## src/rtl/wb_stage.sv

```systemverilog
// -----------------------------------------------------------------------------
// wb_stage : write-back stage of an in-order pipeline.
//
// Accepts one MEM/WB instruction at a time. ALU and link (PC+4) results are
// written one cycle after acceptance. Loads wait for the data memory response
// (dmem_rvalid), extract and extend the addressed byte/half/word, and write
// one cycle after the response. A load that gets no response within
// TIMEOUT_CYC cycles is dropped and flagged with a one-cycle load_timeout.
//
// Parameters
//   TIMEOUT_CYC   cycles to wait for a load response (2..255)
//
// Ports
//   clk, rst                     clock, synchronous active-high reset
//   mem_valid .. mem_Funct3      instruction from MEM/WB
//   dmem_rvalid, dmem_rdata      load response (aligned word)
//   RegWrite, WriteAddr,
//   WriteData                    register-file write port
//   wb_stall                     hold request to upstream (busy)
//   load_timeout                 one-cycle pulse when a load is aborted
//   misalign_err                 only with WB_MISALIGN_CHECK_EN defined:
//                                pulses in the WRITE cycle of a misaligned
//                                lh/lhu/lw, whose write is suppressed
//
// Optional feature macro: WB_MISALIGN_CHECK_EN
// -----------------------------------------------------------------------------
module wb_stage #(
  parameter int TIMEOUT_CYC = 64
) (
  input  logic        clk,
  input  logic        rst,
  input  logic        mem_valid,
  input  logic        mem_RegWrite,
  input  logic [1:0]  mem_MemtoReg,
  input  logic [4:0]  mem_rdAddr,
  input  logic [31:0] mem_ALUResult,
  input  logic [31:0] mem_PCPlus4,
  input  logic [2:0]  mem_Funct3,
  input  logic        dmem_rvalid,
  input  logic [31:0] dmem_rdata,
  output logic        RegWrite,
  output logic [4:0]  WriteAddr,
  output logic [31:0] WriteData,
  output logic        wb_stall,
  output logic        load_timeout
`ifdef WB_MISALIGN_CHECK_EN
  ,
  output logic        misalign_err
`endif
);

  localparam logic [7:0] TIMEOUT_LIM = 8'(TIMEOUT_CYC);

  typedef enum logic [1:0] {
    IDLE      = 2'd0,
    WAIT_LOAD = 2'd1,
    WRITE     = 2'd2
  } state_t;

  state_t      state_q, state_d;
  logic [7:0]  cnt_q, cnt_d;
  logic [4:0]  wr_addr_q, wr_addr_d;
  logic [31:0] wr_data_q, wr_data_d;
  logic        wr_en_q, wr_en_d;      // write allowed (RegWrite set and rd != 0)
  logic [2:0]  funct3_q, funct3_d;
  logic [1:0]  off_q, off_d;          // byte offset of the load address
  logic        timeout_q, timeout_d;
  logic [7:0]  ld_byte;
  logic [15:0] ld_half;
  logic [31:0] ld_data;
  logic [7:0]  cnt_inc;

`ifdef WB_MISALIGN_CHECK_EN
  logic        misalign_q, misalign_d;
  logic        misalign_now;

  // lb/lbu are always aligned; halves need addr[0]=0; everything else is a word
  always_comb begin
    misalign_now = 1'b0;
    case (mem_Funct3)
      3'b000, 3'b100: misalign_now = 1'b0;
      3'b001, 3'b101: misalign_now = mem_ALUResult[0];
      default:        misalign_now = (mem_ALUResult[1:0] != 2'b00);
    endcase
  end
`endif

  // Load data extraction from the aligned response word
  always_comb begin
    ld_byte = dmem_rdata[7:0];
    case (off_q)
      2'd0: ld_byte = dmem_rdata[7:0];
      2'd1: ld_byte = dmem_rdata[15:8];
      2'd2: ld_byte = dmem_rdata[23:16];
      2'd3: ld_byte = dmem_rdata[31:24];
      default: ld_byte = dmem_rdata[7:0];
    endcase
    ld_half = off_q[1] ? dmem_rdata[31:16] : dmem_rdata[15:0];
    case (funct3_q)
      3'b000:  ld_data = {{24{ld_byte[7]}}, ld_byte};
      3'b100:  ld_data = {24'd0, ld_byte};
      3'b001:  ld_data = {{16{ld_half[15]}}, ld_half};
      3'b101:  ld_data = {16'd0, ld_half};
      default: ld_data = dmem_rdata;
    endcase
  end

  assign cnt_inc = cnt_q + 8'd1;

  // Next-state logic
  always_comb begin
    state_d   = state_q;
    cnt_d     = cnt_q;
    wr_addr_d = wr_addr_q;
    wr_data_d = wr_data_q;
    wr_en_d   = wr_en_q;
    funct3_d  = funct3_q;
    off_d     = off_q;
    timeout_d = 1'b0;
`ifdef WB_MISALIGN_CHECK_EN
    misalign_d = misalign_q;
`endif
    case (state_q)
      IDLE: begin
        if (mem_valid) begin
          wr_addr_d = mem_rdAddr;
          wr_en_d   = mem_RegWrite && (mem_rdAddr != 5'd0);
          if (mem_MemtoReg == 2'b01) begin
            funct3_d = mem_Funct3;
            off_d    = mem_ALUResult[1:0];
            cnt_d    = 8'd0;
            state_d  = WAIT_LOAD;
`ifdef WB_MISALIGN_CHECK_EN
            misalign_d = misalign_now;
`endif
          end else begin
            // 11 is reserved and behaves like 00 (ALU)
            wr_data_d = (mem_MemtoReg == 2'b10) ? mem_PCPlus4 : mem_ALUResult;
            state_d   = WRITE;
`ifdef WB_MISALIGN_CHECK_EN
            misalign_d = 1'b0;
`endif
          end
        end
      end
      WAIT_LOAD: begin
        // A response arriving on the last allowed cycle still wins
        if (dmem_rvalid) begin
          wr_data_d = ld_data;
          state_d   = WRITE;
        end else if (cnt_inc == TIMEOUT_LIM) begin
          cnt_d     = 8'd0;
          timeout_d = 1'b1;
          state_d   = IDLE;
        end else begin
          cnt_d = cnt_inc;
        end
      end
      WRITE: begin
        state_d = IDLE;
      end
      default: begin
        state_d = IDLE;
      end
    endcase
  end

  always_ff @(posedge clk) begin
    if (rst) begin
      state_q   <= IDLE;
      cnt_q     <= 8'd0;
      wr_addr_q <= 5'd0;
      wr_data_q <= 32'd0;
      wr_en_q   <= 1'b0;
      funct3_q  <= 3'd0;
      off_q     <= 2'd0;
      timeout_q <= 1'b0;
`ifdef WB_MISALIGN_CHECK_EN
      misalign_q <= 1'b0;
`endif
    end else begin
      state_q   <= state_d;
      cnt_q     <= cnt_d;
      wr_addr_q <= wr_addr_d;
      wr_data_q <= wr_data_d;
      wr_en_q   <= wr_en_d;
      funct3_q  <= funct3_d;
      off_q     <= off_d;
      timeout_q <= timeout_d;
`ifdef WB_MISALIGN_CHECK_EN
      misalign_q <= misalign_d;
`endif
    end
  end

  assign WriteAddr    = wr_addr_q;
  assign WriteData    = wr_data_q;
  assign wb_stall     = (state_q != IDLE);
  assign load_timeout = timeout_q;
`ifdef WB_MISALIGN_CHECK_EN
  assign RegWrite     = (state_q == WRITE) && wr_en_q && !misalign_q;
  assign misalign_err = (state_q == WRITE) && misalign_q;
`else
  assign RegWrite     = (state_q == WRITE) && wr_en_q;
`endif

endmodule

```

## config.mk

```make
export PLATFORM = sky130hd
export DESIGN_NAME = wb_stage
export DESIGN_NICKNAME = d
export VERILOG_FILES = /design/src/rtl/wb_stage.sv
export SDC_FILE = /design/constraint.sdc
export NUM_CORES = 1
export LEC_CHECK = 0
export CAP_MARGIN = 20
export CORE_UTILIZATION = 38
export DETAILED_ROUTE_END_ITERATION = 7
export PLACE_DENSITY = 0.87
export SETUP_SLACK_MARGIN = 0.1
export SLEW_MARGIN = 0
export SYNTH_ARGS = -nofsm -noshare
export SYNTH_HDL_FRONTEND = slang
export SYNTH_SLANG_ARGS = --single-unit
```

## constraint.sdc

```tcl
create_clock -name clk -period 1.81 [get_ports clk]
set_clock_uncertainty 0.05 [all_clocks]
set_input_delay 0.2715 -clock clk [delete_from_list [all_inputs] [get_ports clk]]
set_output_delay 0.2715 -clock clk [all_outputs]
set_load 0.05 [all_outputs]
```

==> impl_metrics.yaml, run 1 <==
die:
  die_area_mm2: 0.00906
  coreArea_mm2: 0.00830
  initial_utilization: 0.398
  die_h_um: 95.2
  rows: 33
  die_width_um: 95.2
  ios: 151
power:
  power.leakage_nw: 2.11
  sw_frac_of_total: 0.341
  p_int_w: 0.00207
  irDropWorstVdd_mv: 0.308
  seq_power_share: 0.415
  netSwitchingPower_w: 0.00107
  power_frac_clock: 0.240
  pwr_density_cell_mw_per_mm2: 609
  p_comb_frac: 0.345
min_path:
  hp-start: "rst"
  holdPathStages: 2
  hold_class: "in2reg"
clock_tree:
  cts_setup_buffers: 0
  cts_buffer_depth: 2
  holdBufCountCts: 0
  root_buffer: "clkbuf_8"
  clkTransAtPathRegs_ps: 110
  numCtsBuffers: 5
  h-tree-depth: 2
  clk_latency_ps: 320
  cts_tree: "built"
  cts.sink_count: 54
worst_setup_path:
  critPathMaxStageDelay_ps: 510
  worstPathRequired_ps: 1980
  crit_chain: "mux4_2 -> nor3b_1 -> a221o_1 -> o211ai_1 -> a21oi_1"
  path_class: "reg2reg"
  crit_fanout: 3
  cp_data_arrival_time_ps: 1890
  critPathCaptureType: "flop"
  crit_path_start_kind: "flop"
  cp.depth: 5
  critPathLaunch: "off_q[1]"
  crit_family: "multiplexers"
  worst_path_max_delay_cell: "mux4_2"
  critPathBufInv: 0
  worst_r2r_path_depth: 5
  timing.rr.start: "off_q[1]"
place:
  post_dp_cell_area_mm2: 0.00503
  port_buffers: 150
  dp_hpwl_um: 8950
  gp_congestion: 0.906
  pre_cts_ws_ps: -281
cells_and_area:
  fin_area_mm2: 0.00516
  syn_to_final_growth_pct: 56.3
  antenna_cells: 0
  drive_above_1_share: 0.145
  final_nets: 705
  fill_cells: 715
drt:
  ant_nets: 0
  route.vias.total: 3872
  avgRoutedWirePerCell_um: 16.7
  drt-total-wl_um: 11700
  first_pass_iters: 5
  drt-vias-per-instance: 5.54
  drc_errors: 0
  drt-initial-drc-count: 176
synthesis:
  synth_ff_type: "dfxtp_1"
  ys_seq_area_frac: 0.328
  yosysTopAreaCell: "dfxtp_1"
  ys_types: 47
  synth_top_area_frac: 0.328
  synthesis.area_mm2: 0.00330
  syn_inst: 439
  synth_edf_count: 0
  syn_area_per_cell_um2: 7.52
  synthTopCellsByArea: "dfxtp_1, nand2_1, mux2i_1"
  yosysWarnings: 0
  postSynthRegisterBits: 54
  async_flop_share: 0
  syn-num-nets: 551
sta:
  rsz0062_at_grt: "yes"
  setup_violations: 0
  tightest_slew_ps: 505
  fin_crit_sh: 0.950
  fmax_mhz: 581
  hold_violations: 0
  final_max_slew_viol_count: 0
  setup_ws_ps: 90.1
  maxSlewHeadroom: 0.665
  fin_crit_ps: 1720
global_routing:
  grt_remaining_overflow: 0
  grt_pass1_vias: 3688
  grt_pass1_wl_um: 17900
  grt_usage: 0.255
  antenna_found_initial: 0
  grt_max_degree: 34
job:
  drv_cap: 0
status:
  status: "completed"
-- synthesized netlist by cell type (2+ instances only) --
master,instances
a31oi_1,7
a21oi_1,42
buf_2,7
or4_1,2
o211ai_1,2
nor3_1,2
mux4_2,2
buf_6,2
nand3_1,28
or3_1,2
a221o_1,17
xor2_1,2
nand2_1,88
nand3b_1,3
dfxtp_1,54
clkbuf_1,27
inv_1,9
mux2i_1,26
o21ai_0,13
nor2b_1,10
nand2b_1,5
nor2_1,36
and2_1,3
and3b_1,8
a211oi_1,14
o221ai_1,7
-- layout make-up --
cell class	count	area, um2	area share
tap	105	131	0.0255
clock inverter	2	16.3	0.00315
sequential	54	1090	0.212
multi-input combinational	339	2070	0.401
timing repair buffer	184	1730	0.336
inverter	9	33.8	0.00655
clock buffer	6	82.6	0.0160
-- power by group through the flow --
stage	Sequential (W)	Clock [W]	Combinational, W
2_1_floorplan	0.00155	0	0.000350
6_report	0.00130	0.000754	0.00108
3_3_place_gp	0.00133	0	0.00107
3_5_place_dp	0.00134	0	0.00109
4_1_cts	0.00131	0.000756	0.00107
5_1_grt	0.00131	0.000805	0.00115
-- final timing paths --
kind                                      end  slack [ps]
worst min register to register  WriteData[27]         410
worst max-delay path             WriteData[7]          90
worst max register to register   WriteData[7]          90
worst min-delay path                 cnt_q[5]         340
-- routing by layer --
layer	global-route usage	vias to the layer above	routed length, um
met4	0.0707	0	250
li1	-	1866	-
met3	0.0407	24	942
met1	0.315	1781	4700
met5	0	-	0
met2	0.453	201	5780
-- per-stage QoR --
step / power, W / TNS, ps / util / hold slack, ps / std cells
after detailed placement: 0.00243 / -5900 / 0.606 / 398 / 691
after CTS: 0.00314 / 0 / 0.616 / 338 / 699
after global routing: 0.00326 / -4.53 / 0.622 / 362 / 699
final: 0.00314 / 0 / 0.622 / 339 / 699
after global placement: 0.00240 / -4160 / 0.606 / 394 / 691
after floorplan: 0.00190 / 0 / - / 365 / 439
-- state kept, by name, indices dropped and copies added, names as in the netlist --
signal        cells
funct3_q          3
WriteAddr         5
wr_en_q           1
cnt_q             8
WriteData        32
load_timeout      1
off_q             2
state_q           2
-- cell families (layout without fill, tap and decap cells) --
| family | Yosys count | count (layout) | synth area share |
|---|---|---|---|
| XOR/XNOR | 3 | 3 | 0.00796 |
| buffers and inverters | 46 | 201 | 0.0595 |
| adder cells (fa/ha/maj) | 1 | 1 | 0.00379 |
| flip-flops | 54 | 54 | 0.328 |
| AO/OA/AOI/OAI | 110 | 110 | 0.224 |
| multiplexers | 28 | 28 | 0.0925 |
| AND/OR/NAND/NOR | 197 | 197 | 0.285 |
-- layout by cell type (no fill, tap or decap), drive strengths merged, types with 2 or more instances in the layout --
cell type,instances
clkdlybuf4s50,107
nand2b,5
a221o,17
a31oi,7
nor2b,10
and2,4
o211ai,2
a21oi,43
dlygate4sd2,19
nand3b,4
dfxtp,54
o221ai,7
nor3,2
nand2,88
o21ai,13
buf,58
or3,2
xor2,2
nor2,36
a211oi,14
nor3b,2
nand3,28
and3b,8
clkbuf,6
mux4,2
mux2i,26
inv,10
or4,2
-- what timing repair did --
action | 4_1_cts | 5_1_grt
setup endpoints to repair | 28 | 19
gates resized for setup | 24 | 12
pin swaps | 0 | 2
cloned | 0 | 0
No activity file was read; power rests on OpenSTA's default activity.
==> inputs of run 2 (changes only) <==
--- a/config.mk
+++ b/config.mk
@@ -5,8 +5,10 @@
 export SDC_FILE = /design/constraint.sdc
 export NUM_CORES = 1
 export LEC_CHECK = 0
-export CAP_MARGIN = 20
-export CORE_UTILIZATION = 38
+export CELL_PAD_IN_SITES_DETAIL_PLACEMENT = 1
+export CELL_PAD_IN_SITES_GLOBAL_PLACEMENT = 1
+export CORE_MARGIN = 5
+export CORE_UTILIZATION = 26
 export DETAILED_ROUTE_END_ITERATION = 7
 export PLACE_DENSITY = 0.87
 export SETUP_SLACK_MARGIN = 0.1
==> run 2 against run 1 <==
Effect of this change: critical path depth unchanged; non-clock buffer count rose by 5; utilization decreased by 19 points; die area is 66% higher; sequential share of layout area fell by 0.89 points; cell count grew 10%; setup slack worse by 28 ps; first-iteration DRC count is 2.3% lower; largest power group unchanged.
==> impl_metrics.yaml, run 2 (synthesis gave the netlist of run 1 again) <==
min_path:
  hold_class: "reg2reg"
  holdPathStages: 2
  min_to: "WriteData[11]"
  hp-start: "WriteData[11]"
worst_setup_path:
  path_class: "reg2reg"
  worstPathRequired_ps: 1940
  reg2reg_to: "WriteData[7]"
  crit_chain: "mux4_2 -> nor3b_2 -> a221o_1 -> o211ai_1 -> a21oi_1"
  critPathCaptureType: "flop"
  crit_path_start_kind: "flop"
  critPathMaxStageDelay_ps: 520
  worst_path_max_delay_cell: "mux4_2"
  timing.rr.start: "off_q[1]"
  crit_fanout: 3
  worst_r2r_path_depth: 5
  cp_data_arrival_time_ps: 1880
  rrSetupSlack_ps: 60
power:
  netSwitchingPower_w: 0.00112
  irDropWorstVdd_mv: 0.368
  fin_total_pwr_w: 0.00354
  power_frac_clock: 0.314
  pwr_density_cell_mw_per_mm2: 655
  power.leakage_nw: 2.19
  sw_frac_of_total: 0.315
  seq_power_share: 0.370
  p_comb_frac: 0.316
  p_int_w: 0.00242
place:
  pre_cts_ws_ps: -282
  port_buffers: 150
  gp_congestion: 0.845
  dp_hpwl_um: 11200
cells_and_area:
  final_nets: 710
  utilization: 0.432
  drive_above_1_share: 0.192
  fill_cells: 1517
  antenna_cells: 0
  largest_reg_flops: 32
  syn_to_final_growth_pct: 63.7
  mostFrequentLayoutCell: "clkdlybuf4s50_1"
  layout_common_cells: "clkdlybuf4s50_1, nand2_1, buf_4"
clock_tree:
  cts.sink_count: 54
  cts_buffer_depth: 2
  numCtsBuffers: 5
  holdBufCountCts: 0
  h-tree-depth: 2
  cts_tree: "built"
  clk_latency_ps: 290
  root_buffer: "clkbuf_16"
  clkTransAtPathRegs_ps: 80
sta:
  tightest_slew_ps: 666
  final_max_slew_viol_count: 0
  hold_violations: 0
  maxSlewHeadroom: 0.556
  rsz0062_at_grt: "yes"
  fin_crit_sh: 0.966
  fmax_mhz: 572
  setup_violations: 0
  fin_crit_ps: 1750
  setup_ws_ps: 61.8
drt:
  drt-initial-drc-count: 172
  route.vias.total: 3870
  drc_errors: 0
  ant_nets: 0
  drt-vias-per-instance: 5.03
  first_pass_iters: 4
  drt-total-wl_um: 13800
  avgRoutedWirePerCell_um: 17.9
global_routing:
  grt_max_degree: 33
  grt_pass1_wl_um: 21300
  antenna_found_initial: 0
  grt_remaining_overflow: 0
  grt_usage: 0.180
  grt_pass1_vias: 4165
die:
  die_area_mm2: 0.0150
  coreArea_mm2: 0.0125
  ios: 151
  rows: 41
  initial_utilization: 0.264
  die_width_um: 123
  die_h_um: 123
status:
  status: "completed"
job:
  drv_cap: 0
[run 2: layout make-up]
cell class	count	area (um2)	area share
inverter	9	33.8	0.00625
tap	172	215	0.0398
sequential	54	1100	0.203
clock buffer	5	125	0.0232
timing repair buffer	189	1770	0.327
multi-input combinational	339	2130	0.394
clock inverter	2	38.8	0.00718
[run 2: through the flow]
step | hold slack (ps) | cells | TNS [ps] | instance area (um2)
3_3_place_gp | 395 | 761 | -3970 | 5120
6_report | 412 | 770 | 0 | 5400
4_1_cts | 413 | 769 | 0 | 5310
3_5_place_dp | 407 | 761 | -6290 | 5120
2_1_floorplan | 365 | 439 | 0 | 3320
5_1_grt | 440 | 770 | -25.2 | 5400
[run 2: critical path, delay by kind of cell, from the launching register on]
family	cells	cell delay [ps]
mux	1	520
flops	1	390
simple gates	1	170
compound gates	3	520
[run 2: worst max-delay path by stage]
stage                              start            end  slack, ps  cells past startpoint
after detailed placement  dmem_rdata[23]   WriteData[7]       -280                      6
after global placement    dmem_rdata[23]   WriteData[7]       -230                      6
after global routing            off_q[1]   WriteData[7]        -30                      5
after CTS                       off_q[1]   WriteData[0]         80                      7
final                           off_q[1]   WriteData[7]         60                      5
after floorplan                 off_q[1]  WriteData[10]        100                      6
[run 2: power by group through the flow]
stage	combinational, W	sequential, W	clock [W]
2_1_floorplan	0.000350	0.00155	0
4_1_cts	0.00111	0.00131	0.00113
3_5_place_dp	0.00111	0.00134	0
3_3_place_gp	0.00108	0.00133	0
6_report	0.00112	0.00131	0.00111
5_1_grt	0.00119	0.00132	0.00118
[run 2: what timing repair did]
action,CTS,global route
gates resized for setup,17,25
setup buffers,1,1
pin swaps,3,4
setup endpoints to repair,34,31
[run 2: metal layers]
layer / track usage / wire, um / up-vias
met3: 0.0313 / 536 / 20
met4: 0.0504 / 294 / 0
met5: 0 / 0 / -
met1: 0.216 / 5820 / 1868
li1: - / - / 1871
met2: 0.327 / 7170 / 111
==> RTL edit: new RTL, flow settings as in run 1 <==
Add a define of `WB_MISALIGN_CHECK_EN`.
--- a/src/rtl/wb_stage.sv
+++ b/src/rtl/wb_stage.sv
@@ -24,6 +24,8 @@
 //
 // Optional feature macro: WB_MISALIGN_CHECK_EN
 // -----------------------------------------------------------------------------
+`define WB_MISALIGN_CHECK_EN
+
 module wb_stage #(
   parameter int TIMEOUT_CYC = 64
 ) (
Formal check against the unedited RTL (old outputs only; new: misalign_err): not equivalent (Yosys sat finds a counterexample within 4 cycles, from zero or initial values and one cycle with rst high).
==> RTL edit against run 1 <==
Worst setup slack worse by 0.066 ns; sequential cell count up 1; synthesized area up 13%; synthesized cell count down 0.46%; final cell count up 5.0%; power up 12%; cell area up 16%; routed wire length up 19%; critical path type is now input pin to flop; critical endpoint is now WriteData[14]; largest cell class unchanged; highest routed layer unchanged.
==> RTL edit: results (changes against run 1) <==
** Outcome
- The run finished with clean final reports.

** Power and ir drop
- The switching component of the power came to 1.12 mW (+4.8%).
- The leakage power figure came to 2.21 nW (+4.5%).
- The maximum resistive drop on vdd came to 0.000375 V (+22%).

** Synthesis
- The portion of netlist area occupied by mux cells came to 8.94% (-0.31 points).
- The synthesized netlist net count is 549 (-0.36%).
- Biggest area contributors in the synthesized netlist :: dfxtp_1 30%, nand2_1 8.4%, a221oi_2 4.4%
- The unique cell type count in the Yosys netlist is 65 (+38%).
- The post-synthesis compound-gate area fraction came to 34.7% (+12 points).
- The synthesized-area fraction occupied by adder cells was 0.336% (-0.043 points).
- Post-synthesis average cell area :: 8.52 um^2 (+13%)
- By count the netlist is led by 83 x nand2_1, 55 x dfxtp_1, 23 x a21oi_1.
- Synth Area in XOR/XNOR :: 0% (-0.80 points)
- Post-synthesis sequential area ratio :: 29.6% (-3.2 points)

** Critical path
- Crit Reg-Reg Endpoint :: WriteData[14]
- The arrival time of the worst setup path came to 1.92 ns (+0.03 ns).
- The reg-to-reg setup timing slack is 0.03 ns (-0.06 ns).
- Worst setup path startpoint :: dmem_rdata[7]
- Biggest fanout along the worst timing path :: 8 (+5)
- Depth of the worst register-to-register path :: 4 (-1)

** Detailed routing
- The routed length on met3 is 1130 um (+20%).
- Number of vias per cell after detailed routing :: 5.93 (+7.1%)
- The number of DRC violations after detailed-routing iteration 0 was 299 (+70%).
- The sum of met2 wire segment lengths after detailed routing came to 6750 um (+17%).
- Post-Route M1 WL :: 5460 um (+16%)

** Placed design
- The sum of net half-perimeters after detailed placement was 10200 um (+14%).
- The post-placement cell count came to 717 (+3.8%).
- Final weighted congestion of routability-driven global placement :: 0.927 (+2.3%)

** GRT
- GR Layer Usage met2 :: 44.7% (-0.62 points)
- The met1 demand-to-capacity share in global routing was 31.4% (-0.047 points).
- GR met3 Demand/Resource :: 4.30% (+0.23 points)
- Largest net degree at the start of global routing :: 36 (+5.9%)
- GRT Util Overall :: 25.7% (+0.20 points)

** Final layout
- The count of placed standard cells in the final layout, fillers left out was 734 (+5.0%).
- The area taken by flip-flops and latches is 1130 um^2 (+3.1%).
- Fillcell total :: 758 (+6.0%)

** STA
- The remaining max-slew budget at the tightest pin is 65.9% (-0.60 points).
- The tightest hold margin is 0.290 ns (-0.0486 ns).

** Hold path
- Endpoint with the worst hold slack :: WriteData[10]
## RTL edit: cell count changes after synthesis, sizes merged, moves of 9 or more
cell | before | now
a311o | 0 | 16
nor2 | 36 | 6
mux2 | 0 | 14
a221oi | 0 | 17
buf | 10 | 23
mux2i | 26 | 13
a221o | 17 | 6
o21ai | 13 | 22
nand3 | 28 | 6
a21oi | 43 | 23
## RTL edit: critical path, cell delays in order
cell and delay (ns):
clkdlybuf4s50_1 0.46, mux4_2 0.50, a31o_4 0.29, a211oi_2 0.25, o32ai_1 0.15
## RTL edit: cell type report
type                            instances  area share (%)
Clock buffer                            5            1.15
Clock inverter                          3            1.13
Inverter                               16            1.02
Multi-Input combinational cell        324            41.8
Sequential cell                        55            18.8
Tap cell                              129            2.69
Timing Repair Buffer                  202            33.4
## RTL edit: timing repair
item / 4_1_cts / 5_1_grt
buffers inserted: 0 / 5
endpoints found under the setup margin: 40 / 42
hold endpoints to repair: 0 / 0
gates resized for setup: 32 / 43
pin swaps: 2 / 3
gates cloned: 0 / 4
